[src/rtl/brute_force_matcher_match_arbiter.sv]
// rtl/brute_force_matcher_match_arbiter.sv - per-engine 2-deep match FIFOs, round-robin arbiter and drain sequencer
`ifndef MATCH_INFO_WIDTH
`define MATCH_INFO_WIDTH 8
`endif

module brute_force_matcher_match_arbiter #(
    parameter int C_NUM_ENGINES = 4,
    parameter int C_ID_WIDTH    = 2
) (
    input  logic                                        compute_clk,
    input  logic                                        rst,
    input  logic                                        flush_req,
    input  logic [C_NUM_ENGINES-1:0]                    eng_match_info_valid,
    input  logic [C_NUM_ENGINES*`MATCH_INFO_WIDTH-1:0]  eng_match_info,
    output logic [C_NUM_ENGINES-1:0]                    eng_match_table_ready,
    output logic                                        tbl_match_info_valid,
    output logic [`MATCH_INFO_WIDTH-1:0]                tbl_match_info,
    output logic [C_ID_WIDTH-1:0]                       tbl_engine_id,
    input  logic                                        tbl_ready,
    output logic                                        flush_done,
    output logic [31:0]                                 match_count
);

    localparam int W = `MATCH_INFO_WIDTH;

    typedef enum logic [1:0] {
        ST_ACTIVE = 2'd0,
        ST_DRAIN  = 2'd1,
        ST_DONE   = 2'd2
    } state_t;

    // Two-entry FIFO per engine: storage, pointers and occupancy
    logic [W-1:0]             fifo_mem [C_NUM_ENGINES][2];
    logic [C_NUM_ENGINES-1:0] fifo_wr_ptr;
    logic [C_NUM_ENGINES-1:0] fifo_rd_ptr;
    logic [1:0]               fifo_cnt [C_NUM_ENGINES];
    logic [C_NUM_ENGINES-1:0] fifo_empty;
    logic [C_NUM_ENGINES-1:0] fifo_push;
    logic [C_NUM_ENGINES-1:0] fifo_pop;

    // Arbitration
    logic [C_ID_WIDTH-1:0]    rr_ptr;
    logic [C_ID_WIDTH-1:0]    grant_idx;
    logic [C_ID_WIDTH-1:0]    grant_next_ptr;
    logic                     grant_found;
    logic                     out_load;
    int unsigned              arb_idx;

    state_t                   state;
    logic                     drain_ok;

    // Occupancy decode; ready depends only on FIFO flops, never on tbl_ready
    always_comb begin
        fifo_empty            = '0;
        eng_match_table_ready = '0;
        fifo_push             = '0;
        for (int i = 0; i < C_NUM_ENGINES; i++) begin
            fifo_empty[i]            = (fifo_cnt[i] == 2'd0);
            eng_match_table_ready[i] = (fifo_cnt[i] != 2'd2);
            fifo_push[i]             = eng_match_info_valid[i] && eng_match_table_ready[i];
        end
    end

    // Round-robin search: first non-empty engine at or after rr_ptr, wrapping
    always_comb begin
        grant_found = 1'b0;
        grant_idx   = '0;
        arb_idx     = 0;
        for (int k = 0; k < C_NUM_ENGINES; k++) begin
            arb_idx = 32'(rr_ptr) + 32'(k);
            if (arb_idx >= 32'(C_NUM_ENGINES)) begin
                arb_idx = arb_idx - 32'(C_NUM_ENGINES);
            end
            if (!grant_found && !fifo_empty[arb_idx[C_ID_WIDTH-1:0]]) begin
                grant_found = 1'b1;
                grant_idx   = arb_idx[C_ID_WIDTH-1:0];
            end
        end
    end

    // Output stage reloads whenever it is empty or being consumed
    always_comb begin
        out_load = !tbl_match_info_valid || tbl_ready;
        fifo_pop = '0;
        if (out_load && grant_found) begin
            fifo_pop[grant_idx] = 1'b1;
        end
        if (32'(grant_idx) == 32'(C_NUM_ENGINES - 1)) begin
            grant_next_ptr = '0;
        end else begin
            grant_next_ptr = grant_idx + 1'b1;
        end
        drain_ok = (&fifo_empty) && (!tbl_match_info_valid || tbl_ready);
    end

    // FIFO push/pop bookkeeping; simultaneous push and pop leaves occupancy unchanged
    always_ff @(posedge compute_clk) begin
        for (int i = 0; i < C_NUM_ENGINES; i++) begin
            if (rst) begin
                fifo_cnt[i]    <= 2'd0;
                fifo_wr_ptr[i] <= 1'b0;
                fifo_rd_ptr[i] <= 1'b0;
            end else begin
                if (fifo_push[i]) begin
                    fifo_mem[i][fifo_wr_ptr[i]] <= eng_match_info[i*W +: W];
                    fifo_wr_ptr[i]              <= ~fifo_wr_ptr[i];
                end
                if (fifo_pop[i]) begin
                    fifo_rd_ptr[i] <= ~fifo_rd_ptr[i];
                end
                case ({fifo_push[i], fifo_pop[i]})
                    2'b10:   fifo_cnt[i] <= fifo_cnt[i] + 2'd1;
                    2'b01:   fifo_cnt[i] <= fifo_cnt[i] - 2'd1;
                    default: fifo_cnt[i] <= fifo_cnt[i];
                endcase
            end
        end
    end

    // Registered output stage and round-robin pointer
    always_ff @(posedge compute_clk) begin
        if (rst) begin
            tbl_match_info_valid <= 1'b0;
            tbl_match_info       <= '0;
            tbl_engine_id        <= '0;
            rr_ptr               <= '0;
        end else if (out_load) begin
            if (grant_found) begin
                tbl_match_info_valid <= 1'b1;
                tbl_match_info       <= fifo_mem[grant_idx][fifo_rd_ptr[grant_idx]];
                tbl_engine_id        <= grant_idx;
                rr_ptr               <= grant_next_ptr;
            end else begin
                tbl_match_info_valid <= 1'b0;
            end
        end
    end

    // Count matches accepted by the table; wraps naturally
    always_ff @(posedge compute_clk) begin
        if (rst) begin
            match_count <= '0;
        end else if (tbl_match_info_valid && tbl_ready) begin
            match_count <= match_count + 32'd1;
        end
    end

    // Drain sequencer: ACTIVE -> DRAIN -> DONE (one-cycle flush_done pulse)
    always_ff @(posedge compute_clk) begin
        if (rst) begin
            state      <= ST_ACTIVE;
            flush_done <= 1'b0;
        end else begin
            flush_done <= 1'b0;
            case (state)
                ST_ACTIVE: begin
                    if (flush_req) begin
                        state <= ST_DRAIN;
                    end
                end
                ST_DRAIN: begin
                    if (drain_ok) begin
                        state      <= ST_DONE;
                        flush_done <= 1'b1;
                    end
                end
                ST_DONE: begin
                    state <= flush_req ? ST_DRAIN : ST_ACTIVE;
                end
                default: begin
                    state <= ST_ACTIVE;
                end
            endcase
        end
    end

endmodule

[config.mk]
export PLATFORM = sky130hd
export DESIGN_NAME = brute_force_matcher_match_arbiter
export DESIGN_NICKNAME = d
export VERILOG_FILES = /design/src/rtl/brute_force_matcher_match_arbiter.sv
export SDC_FILE = /design/constraint.sdc
export NUM_CORES = 1
export LEC_CHECK = 0
export CAP_MARGIN = 20
export CORE_MARGIN = 3
export CORE_UTILIZATION = 49
export CTS_CLUSTER_SIZE = 30
export DETAILED_ROUTE_END_ITERATION = 6
export GPL_TIMING_DRIVEN = 0
export PLACE_DENSITY = 0.76
export SYNTH_ARGS = -nofsm -noshare
export SYNTH_HDL_FRONTEND = slang
export SYNTH_SLANG_ARGS = --single-unit
[constraint.sdc]
create_clock -name compute_clk -period 2.9 [get_ports compute_clk]
set_clock_uncertainty 0.15 [all_clocks]
set_input_delay 0.58 -clock compute_clk [delete_from_list [all_inputs] [get_ports compute_clk]]
set_output_delay 0.58 -clock compute_clk [all_outputs]
set_load 0.01 [all_outputs]
# [Yosys cells after proc, flatten, opt, wreduce, memory -nomap -nowiden]
# Memory sizes are Yosys's and may differ from the RTL's.
# Index checks and enable logic that the tools add are counted.
# W data, S select, Z words.
[totals] regBits=56 mem_bits_rw=72 in_bits=40 output_inout_bits=48 word_cells=236 n_memories=2
[classes] addsub=17 order_cmp=19 n_eq_ne=17 mux=105 n_bitwise=26 n_reduce_logical=35
[memory_table] memory="fifo_mem" depth=4 width=16 read_ports=1 rd_clocked_by_memory_dff=0 wr=4 line="33" source="logic [W-1:0] fifo_mem [C_NUM_ENGINES][2];"
[memory_table] memory="fifo_cnt" depth=4 width=2 read_ports=4 rd_clocked_by_memory_dff=0 wr=4 line="36" source="logic [1:0] fifo_cnt [C_NUM_ENGINES];"
[op_table] op="$mux W16" n=4
[op_table] op="$mux W1" n=59
[op_table] op="$mux W8" n=7
[op_table] op="$mux W2" n=23
[op_table] op="$add A32 B1 Y32 const B" n=1
[op_table] op="$demux W8 S1" n=4
[op_table] op="$sub A2 B1 Y2 const B" n=8
[op_table] op="$logic_and A1 B1 Y1" n=15
[op_table] op="$lt A2 B3 Y1 const B" n=5
[op_table] op="$eq A2 B2 Y1 const B" n=6
[op_table] op="$ne A2 B2 Y1 const B" n=6
[op_table] op="$or A1 B1 Y1" n=12
[op_table] op="$add A2 B1 Y2 const B" n=5
[op_table] op="$bmux W1 S2" n=5
[op_table] op="$eq A2 B1 Y1 const B" n=5
[op_table] op="$ge A2 B2 Y1 const B" n=5
[op_table] op="$logic_not A2 Y1" n=5
[op_table] op="$not A1 Y2" n=5
[op_table] op="$reduce_or A2 Y1" n=5
[op_table] op="$ge A3 B3 Y1 const B" n=3
[op_table] op="$not A1 Y1" n=9
[op_table] op="$lt A2 B1 Y1 const B" n=4
[op_table] op="$add A2 B2 Y3 const B" n=2
[op_table] op="$logic_not A1 Y1" n=6
[op_table] op="9 further kinds" n=10

# [Longest topological paths before layout]
# Gate-level depths: netlist of run 1.
[depth] word_depth=26 ltp_mapped=15 mapped_depth_nobuf=13

# [Worst setup path before layout of run 1]
# No wires, ideal clock.
[synth_path] path_type="register to register" startpoint="memory fifo_cnt[3][0]" endpoint="memory fifo_cnt[3][0] (enable)" setup_time_ps=315 t_arrival_ps=2706 t_required_ps=2435 slack_ps=-271 path_stages_with_launch=13 n_path_buf=2 synth_period_minus_slack_ps=3171 cell_sequence="edfxtp_1 > inv_1 > ha_1 > mux4_2 > mux2_4 > a21oi_4 > buf_6 > buf_12 > inv_1 > ha_1 > nand2_1 > ha_1 > o21bai_1"
[synth_rtl] element="start: declaration" line="36"

==> results of run 1 <==
## worst max path at each step
stage	end	slack, ns	cells past startpoint
after floorplan	fifo_cnt[3][0]	-0.03	12
after global placement	fifo_cnt[3][1]	-0.27	12
after detailed placement	fifo_cnt[3][0]	-0.34	14
after CTS	fifo_cnt[2][1]	-0.08	12
after global routing	fifo_cnt[3][1]	-0.20	11
final	fifo_cnt[0][1]	-0.11	13
## report_power, final
part / total (uW) / internal [uW] / switching, uW
logic: 4430 / 2190 / 2240
clock network: 2150 / 1350 / 801
registers: 2360 / 2210 / 148
total: 8940 / 5750 / 3190
## worst max-delay path: stages (launching register included)
cell and delay [ns]:
sky130_fd_sc_hd__edfxtp_1 0.38, sky130_fd_sc_hd__inv_2 0.08, sky130_fd_sc_hd__ha_4 0.19, sky130_fd_sc_hd__mux4_2 0.49, sky130_fd_sc_hd__mux2_4 0.32, sky130_fd_sc_hd__a21oi_4 0.18, sky130_fd_sc_hd__buf_8 0.13, sky130_fd_sc_hd__buf_12 0.10
sky130_fd_sc_hd__buf_12 0.10, sky130_fd_sc_hd__nand3_4 0.08, sky130_fd_sc_hd__inv_2 0.08, sky130_fd_sc_hd__ha_4 0.15, sky130_fd_sc_hd__mux2_4 0.30, sky130_fd_sc_hd__nor2_1 0.10
## logic make-up (layout without fill, tap and decap cells)
| family | after synthesis | count (layout) | share of synthesized area |
|---|---|---|---|
| flops | 128 | 128 | 0.544 |
| fa+ha+maj | 19 | 19 | 0.0394 |
| buf+inv | 52 | 217 | 0.0375 |
| compound gates | 54 | 54 | 0.0699 |
| simple gates | 179 | 179 | 0.150 |
| xor+xnor | 35 | 35 | 0.0508 |
| mux | 57 | 57 | 0.108 |
## final cells by class
cell class	count	area (um2)	area share
flip-flops and latches	128	3280	0.390
inverters	29	114	0.0135
clock buffers	19	433	0.0514
repair buffers	133	1220	0.145
clock inverters	13	163	0.0193
plain buffers	23	144	0.0171
multi-input cells	344	2890	0.343
well taps	143	179	0.0212
## flip-flops by register name, summed over array words and instances (netlist names)
register              cells
fifo_wr_ptr               4
tbl_engine_id             2
state                     2
rr_ptr                    2
match_count              32
fifo_rd_ptr               4
flush_done                1
tbl_match_info_valid      1
tbl_match_info            8
fifo_cnt                  8
fifo_mem                 64
## stage by stage
step           setup WS (ns)  instance area [um2]
6_report              -0.106                 8430
5_1_grt               -0.200                 8430
4_1_cts              -0.0843                 8140
3_5_place_dp          -0.336                 7180
3_3_place_gp          -0.268                 7150
2_1_floorplan        -0.0315                 6110
## per-layer routing
metal / track usage / vias to the layer above / share of wire
met5: 0 / - / 0
met4: 0.0833 / 0 / 0.023
met3: 0.0540 / 45 / 0.057
met2: 0.383 / 172 / 0.51
met1: 0.273 / 2285 / 0.41
li1: - / 2198 / -
## repair_timing
| item | 4_1_cts | 5_1_grt |
|---|---|---|
| setup buffers | 25 | 14 |
| endpoints found under the setup margin | 17 | 23 |
| resized for setup | 40 | 35 |
| pin swaps | 12 | 18 |
| hold buffers | 0 | 0 |
## placed cells by master, fill, tap and decap left out, types with 7 or more instances in the layout
| cell type | count |
|---|---|
| sky130_fd_sc_hd__clkdlybuf4s50_1 | 86 |
| sky130_fd_sc_hd__edfxtp_1 | 72 |
| sky130_fd_sc_hd__dfxtp_1 | 56 |
| sky130_fd_sc_hd__nor2_1 | 43 |
| sky130_fd_sc_hd__buf_4 | 42 |
| sky130_fd_sc_hd__mux2i_1 | 40 |
| sky130_fd_sc_hd__nand3_1 | 34 |
| sky130_fd_sc_hd__xor2_1 | 26 |
| sky130_fd_sc_hd__nand2_1 | 25 |
| sky130_fd_sc_hd__clkbuf_16 | 17 |
| sky130_fd_sc_hd__ha_4 | 15 |
| sky130_fd_sc_hd__inv_2 | 14 |
| sky130_fd_sc_hd__inv_1 | 13 |
| sky130_fd_sc_hd__clkbuf_1 | 13 |
| sky130_fd_sc_hd__a21oi_1 | 13 |
| sky130_fd_sc_hd__mux2_2 | 10 |
| sky130_fd_sc_hd__xnor2_1 | 9 |
| sky130_fd_sc_hd__nand2b_1 | 8 |
| sky130_fd_sc_hd__o21bai_1 | 8 |
| sky130_fd_sc_hd__nor2_4 | 7 |
| sky130_fd_sc_hd__nor3_1 | 7 |
==> out/qor.txt, run 1 <==
===============================================================================================
Synthesized area per cell                                                              11.5 um2
Post-layout nets                                                                            735
Start of the worst register-to-register path                                       fifo_cnt[1][1]
Number of port buffers                                                                       86
Number of synthesized flops with an enable pin                                               72
Via count normalized by instance count                                                     5.65
Top cell type by total area after synthesis                                        sky130_fd_sc_hd__edfxtp_1
Die X-Extent                                                                             117 um
Post-route fraction of the period consumed by the critical path                            1.04
RR Endpoint                                                                        fifo_cnt[0][1]
Fraction of layout instances using a drive strength above 1                               0.241
Routability congestion estimate                                                           0.876
Start point of the critical path                                                   fifo_cnt[1][1]
Crit Path Class                                                                         reg2reg
Minimum hold slack                                                                     0.313 ns
FFs w/ async S/R, synth                                                                       0
Distinct cell type count of the synthesized netlist                                          56
Final Max Tran Viols                                                                          0
Clk_lat worst skew                                                                      0.42 ns
CTS tree                                                                                   done
Post-detailed-placement half-perimeter wirelength                                       9750 um
Startpoint kind of the worst setup timing path                                        flip-flop
Destination of the worst hold path                                                     state[1]
Number of H-tree levels                                                                       4
Clock input transition at the sequential cells of the worst setup and hold paths        0.06 ns
Required @ worst endpoint                                                               3.02 ns
Top achievable clock speed                                                            0.333 GHz
Logic depth of the worst register-to-register path                                           13
Most used standard cell by instance count after synthesis                          sky130_fd_sc_hd__edfxtp_1
Area growth, synth to finish                                                              39.7%
Number of design rule violations left after detail routing                                    0
Clock Root Buffer                                                                  sky130_fd_sc_hd__clkbuf_16
Pin count of the biggest net entering global routing                                         17
Clock period minus final worst setup slack                                              3.01 ns
Total Negative Setup Slacks                                                           -0.773 ns
Number of warnings reported in the yosys synthesis log                                        0
GRT Overall Usage                                                                         0.223
Top cell types by occurrence after synthesis                                       sky130_fd_sc_hd__edfxtp_1, sky130_fd_sc_hd__dfxtp_1, sky130_fd_sc_hd__nor2_1
DRC marker count from the first detailed-route iteration                                    333
Max rail drop VDD                                                                        540 uV
# setup viols final                                                                          11
Overflow left after global routing                                                            0
Class of the tightest hold or removal check                                             reg2reg
Detailed Route WL                                                                      15600 um
Number of synthesized register bits                                                         128
Initial core utilization                                                                  0.515
Outcome                                                                            finished with violations
Worst Setup End Kind                                                                  flip-flop
Final hold viol count                                                                         0
Violations in the final reports                                                    setup timing
Number of instances in the synthesized netlist                                              524
Number of antenna violations at the first check in global routing                             0
I/O pin cnt                                                                                  88
Slew at the pin with the worst max-slew slack                                          0.713 ns
Sequential area share after synthesis                                                     0.544
Fillcell total                                                                              764
Cell row count                                                                               39
Hold Path Cell Cnt                                                                            1
Antenna cell count                                                                            0
Top post-synthesis cells by area                                                   sky130_fd_sc_hd__edfxtp_1, sky130_fd_sc_hd__dfxtp_1, sky130_fd_sc_hd__mux2i_1
First-pass GRT wire length                                                             23200 um
Share of the synthesized area in the top cell type                                        0.358
Die Area                                                                              13700 um2
# Max-Cap Violations                                                                          0
Post-Synthesis Net Count                                                                    583
Placed insts                                                                                757
Highest net fanout along the worst path                                                       5
PwrDens                                                                             1060 nW/um2
Final core utilization                                                                    0.720
Finished Layout Cells                                                                       832
Arrival time worst endpoint                                                             3.12 ns
Detailed Routing Iterations Pass 1                                                            7
Number of vias after detailed routing                                                      4700
Final setup slack of the worst path                                                   -0.106 ns
Setup slack on the worst flop-to-flop path                                             -0.11 ns
Routed WL per cell                                                                      18.7 um
Total power consumption of the routed design                                            8940 uW
Startpoint of the lowest-slack hold path                                               state[1]
Vertical die dimension                                                                   117 um
RSZ-0062 raised after global routing                                                        yes
Clk sinks                                                                                   128
Vias in the first global route                                                             4710
Core Box Area                                                                         11700 um2
Clk buf depth                                                                                 2
Pleak                                                                                0.00309 uW
Remaining antenna violation count after routing                                               0
Cts bufs inserted                                                                            17
Post-Syn Area                                                                          6030 um2
Slew headroom                                                                             0.525
Synth Flop Type                                                                    sky130_fd_sc_hd__edfxtp_1
===============================================================================================
Power figures use the tool's default switching activity.
==> inputs of run 2 (changes only) <==
--- a/config.mk
+++ b/config.mk
@@ -11,7 +11,8 @@
 export CTS_CLUSTER_SIZE = 30
 export DETAILED_ROUTE_END_ITERATION = 6
 export GPL_TIMING_DRIVEN = 0
-export PLACE_DENSITY = 0.76
+export HOLD_SLACK_MARGIN = 0.08
+export PLACE_DENSITY = 0.81
 export SYNTH_ARGS = -nofsm -noshare
 export SYNTH_HDL_FRONTEND = slang
 export SYNTH_SLANG_ARGS = --single-unit
==> out/qor.txt, run 2 (synthesized netlist as in run 1, its figures left out) <==
===============================================================================================
Core Box Area                                                                         11700 um2
Cell type with the highest occurrence count on the critical path                   sky130_fd_sc_hd__ha_4
Placed insts                                                                                755
Detailed Routing Iterations Pass 1                                                            5
Start of the worst register-to-register path                                       fifo_cnt[1][0]
Leading cell type in the layout, fill and taps excluded                            sky130_fd_sc_hd__clkdlybuf4s50_1
Detailed Route WL                                                                      15000 um
GRT Overall Usage                                                                         0.216
Finished Layout Cells                                                                       829
Final hold viol count                                                                         0
Switch Pwr                                                                              3090 uW
Final Max Tran Viols                                                                          0
Slew at the pin with the worst max-slew slack                                          0.756 ns
Initial core utilization                                                                  0.515
Arrival time worst endpoint                                                             2.97 ns
Clk buf depth                                                                                 2
Max rail drop VDD                                                                        579 uV
Critical-path cell list                                                            inv_2 > ha_4 > inv_1 > mux4_2 > o41a_1 > nand2_2 > nor2_4 > ha_4 > nor2_2 > nor3_1 > a21oi_1 > nor2_1
Cell Int Power                                                                          5650 uW
Post-route fraction of the period consumed by the critical path                            1.02
Number of port buffers                                                                       86
Hold Path Cell Cnt                                                                            1
Comb pwr share                                                                            0.478
Overflow left after global routing                                                            0
First-pass GRT wire length                                                             22600 um
Destination of the worst hold path                                                   flush_done
Delay of the slowest critical-path stage                                                0.55 ns
Die Area                                                                              13700 um2
# setup viols final                                                                           8
Setup slack on the worst flop-to-flop path                                             -0.07 ns
Pleak                                                                                0.00307 uW
Number of vias after detailed routing                                                      4647
Outcome                                                                            finished with violations
Logic depth of the worst register-to-register path                                           12
Cell row count                                                                               39
Pin count of the biggest net entering global routing                                         17
Highest net fanout along the worst path                                                       4
Required @ worst endpoint                                                               2.91 ns
Post-detailed-placement half-perimeter wirelength                                       9590 um
Area growth, synth to finish                                                              39.0%
Crit Path Class                                                                         reg2reg
Fraction of power consumed by sequential logic                                            0.269
PwrDens                                                                             1040 nW/um2
Startpoint kind of the worst setup timing path                                        flip-flop
Vias in the first global route                                                             4670
Post-Place Setup Slack                                                                -0.331 ns
Clock power share                                                                         0.252
Post-layout instance area                                                              8380 um2
Die X-Extent                                                                             117 um
Clk_lat worst skew                                                                      0.42 ns
Remaining antenna violation count after routing                                               0
Via count normalized by instance count                                                     5.61
Critical-path top delay cell                                                       sky130_fd_sc_hd__o41a_1
RR Endpoint                                                                        fifo_cnt[2][1]
Clock period minus final worst setup slack                                              2.97 ns
Clock input transition at the sequential cells of the worst setup and hold paths        0.06 ns
# Max-Cap Violations                                                                          0
Violations in the final reports                                                    setup timing
Cts bufs inserted                                                                            17
CTS tree                                                                                   done
Routability congestion estimate                                                           0.883
DRC marker count from the first detailed-route iteration                                    309
Number of H-tree levels                                                                       4
Number of design rule violations left after detail routing                                    0
Fraction of power spent switching nets                                                    0.353
Final core utilization                                                                    0.716
Commonest non-fill, non-tap cells in the layout                                    sky130_fd_sc_hd__clkdlybuf4s50_1, sky130_fd_sc_hd__edfxtp_1, sky130_fd_sc_hd__dfxtp_1, sky130_fd_sc_hd__nor2_1, sky130_fd_sc_hd__mux2i_1
RSZ-0062 raised after global routing                                                        yes
Routed WL per cell                                                                      18.1 um
Fraction of layout instances using a drive strength above 1                               0.235
I/O pin cnt                                                                                  88
Worst Setup End Kind                                                                  flip-flop
Total power consumption of the routed design                                            8740 uW
Clk sinks                                                                                   128
Top achievable clock speed                                                            0.337 GHz
Vertical die dimension                                                                   117 um
Clock Root Buffer                                                                  sky130_fd_sc_hd__clkbuf_16
Final setup slack of the worst path                                                  -0.0653 ns
Number of antenna violations at the first check in global routing                             0
Class of the tightest hold or removal check                                             reg2reg
Antenna cell count                                                                            0
Max FFs per register                                                                         64
Post-layout nets                                                                            732
Slew headroom                                                                             0.496
Startpoint of the lowest-slack hold path                                               state[1]
Area post-placement                                                                    7160 um2
===============================================================================================
## run 2: worst max-delay path: cells and delay by family, from the launching register on
kind            cells  cell delay (ns)
simple gates        5             0.39
buf+inv             2             0.18
flops               1             0.41
fa+ha+maj           2             0.39
compound gates      2             0.68
mux                 1             0.50
## run 2: power by group through the flow
stage                     Sequential, uW  Clock, uW  Combinational [uW]
final                               2360       2200                4180
after global routing                2380       2320                4450
after CTS                           2350       2220                3630
after detailed placement            2400          0                3000
after global placement              2380          0                2880
after floorplan                     2380          0                2200
## run 2: routing by layer
metal,routed length (um),global-route usage,vias to the layer above
li1,-,-,2182
met2,7560,0.358,157
met1,6180,0.268,2268
met4,415,0.0917,0
met5,0,0,-
met3,829,0.0591,40
## run 2: metrics by stage
step           hold slack, ns  TNS, ns
2_1_floorplan           0.262  -0.0646
3_3_place_gp            0.271    -3.94
3_5_place_dp            0.287    -4.72
4_1_cts                 0.291   -0.214
5_1_grt                 0.301    -1.21
6_report                0.299   -0.401
## run 2: worst max path at each step
stage / from / end / slack, ns / depth (start not counted)
after global placement: tbl_ready / fifo_cnt[0][1] / -0.26 / 9
after global routing: fifo_cnt[1][0] / fifo_cnt[3][0] / -0.13 / 14
after floorplan: fifo_cnt[3][0] / fifo_cnt[3][0] / -0.03 / 12
final: fifo_cnt[1][0] / fifo_cnt[2][1] / -0.07 / 12
after detailed placement: fifo_cnt[3][0] / fifo_cnt[0][1] / -0.33 / 11
after CTS: fifo_cnt[1][0] / fifo_cnt[3][0] / -0.05 / 14
## run 2: timing repair
action,in CTS,in global routing
pin swaps,15,16
hold endpoints to repair,0,0
setup endpoints to repair,17,19
hold buffers,0,0
gates resized for setup,37,33
setup buffers,26,10
## run 2: final cells by class
cell class / count / area (um2)
multi-input combinational: 344 / 2860
buffer: 23 / 151
clock inverter: 14 / 183
sequential: 128 / 3280
inverter: 29 / 119
timing repair buffer: 130 / 1180
tap: 143 / 179
fill: 781 / 3330
clock buffer: 18 / 429
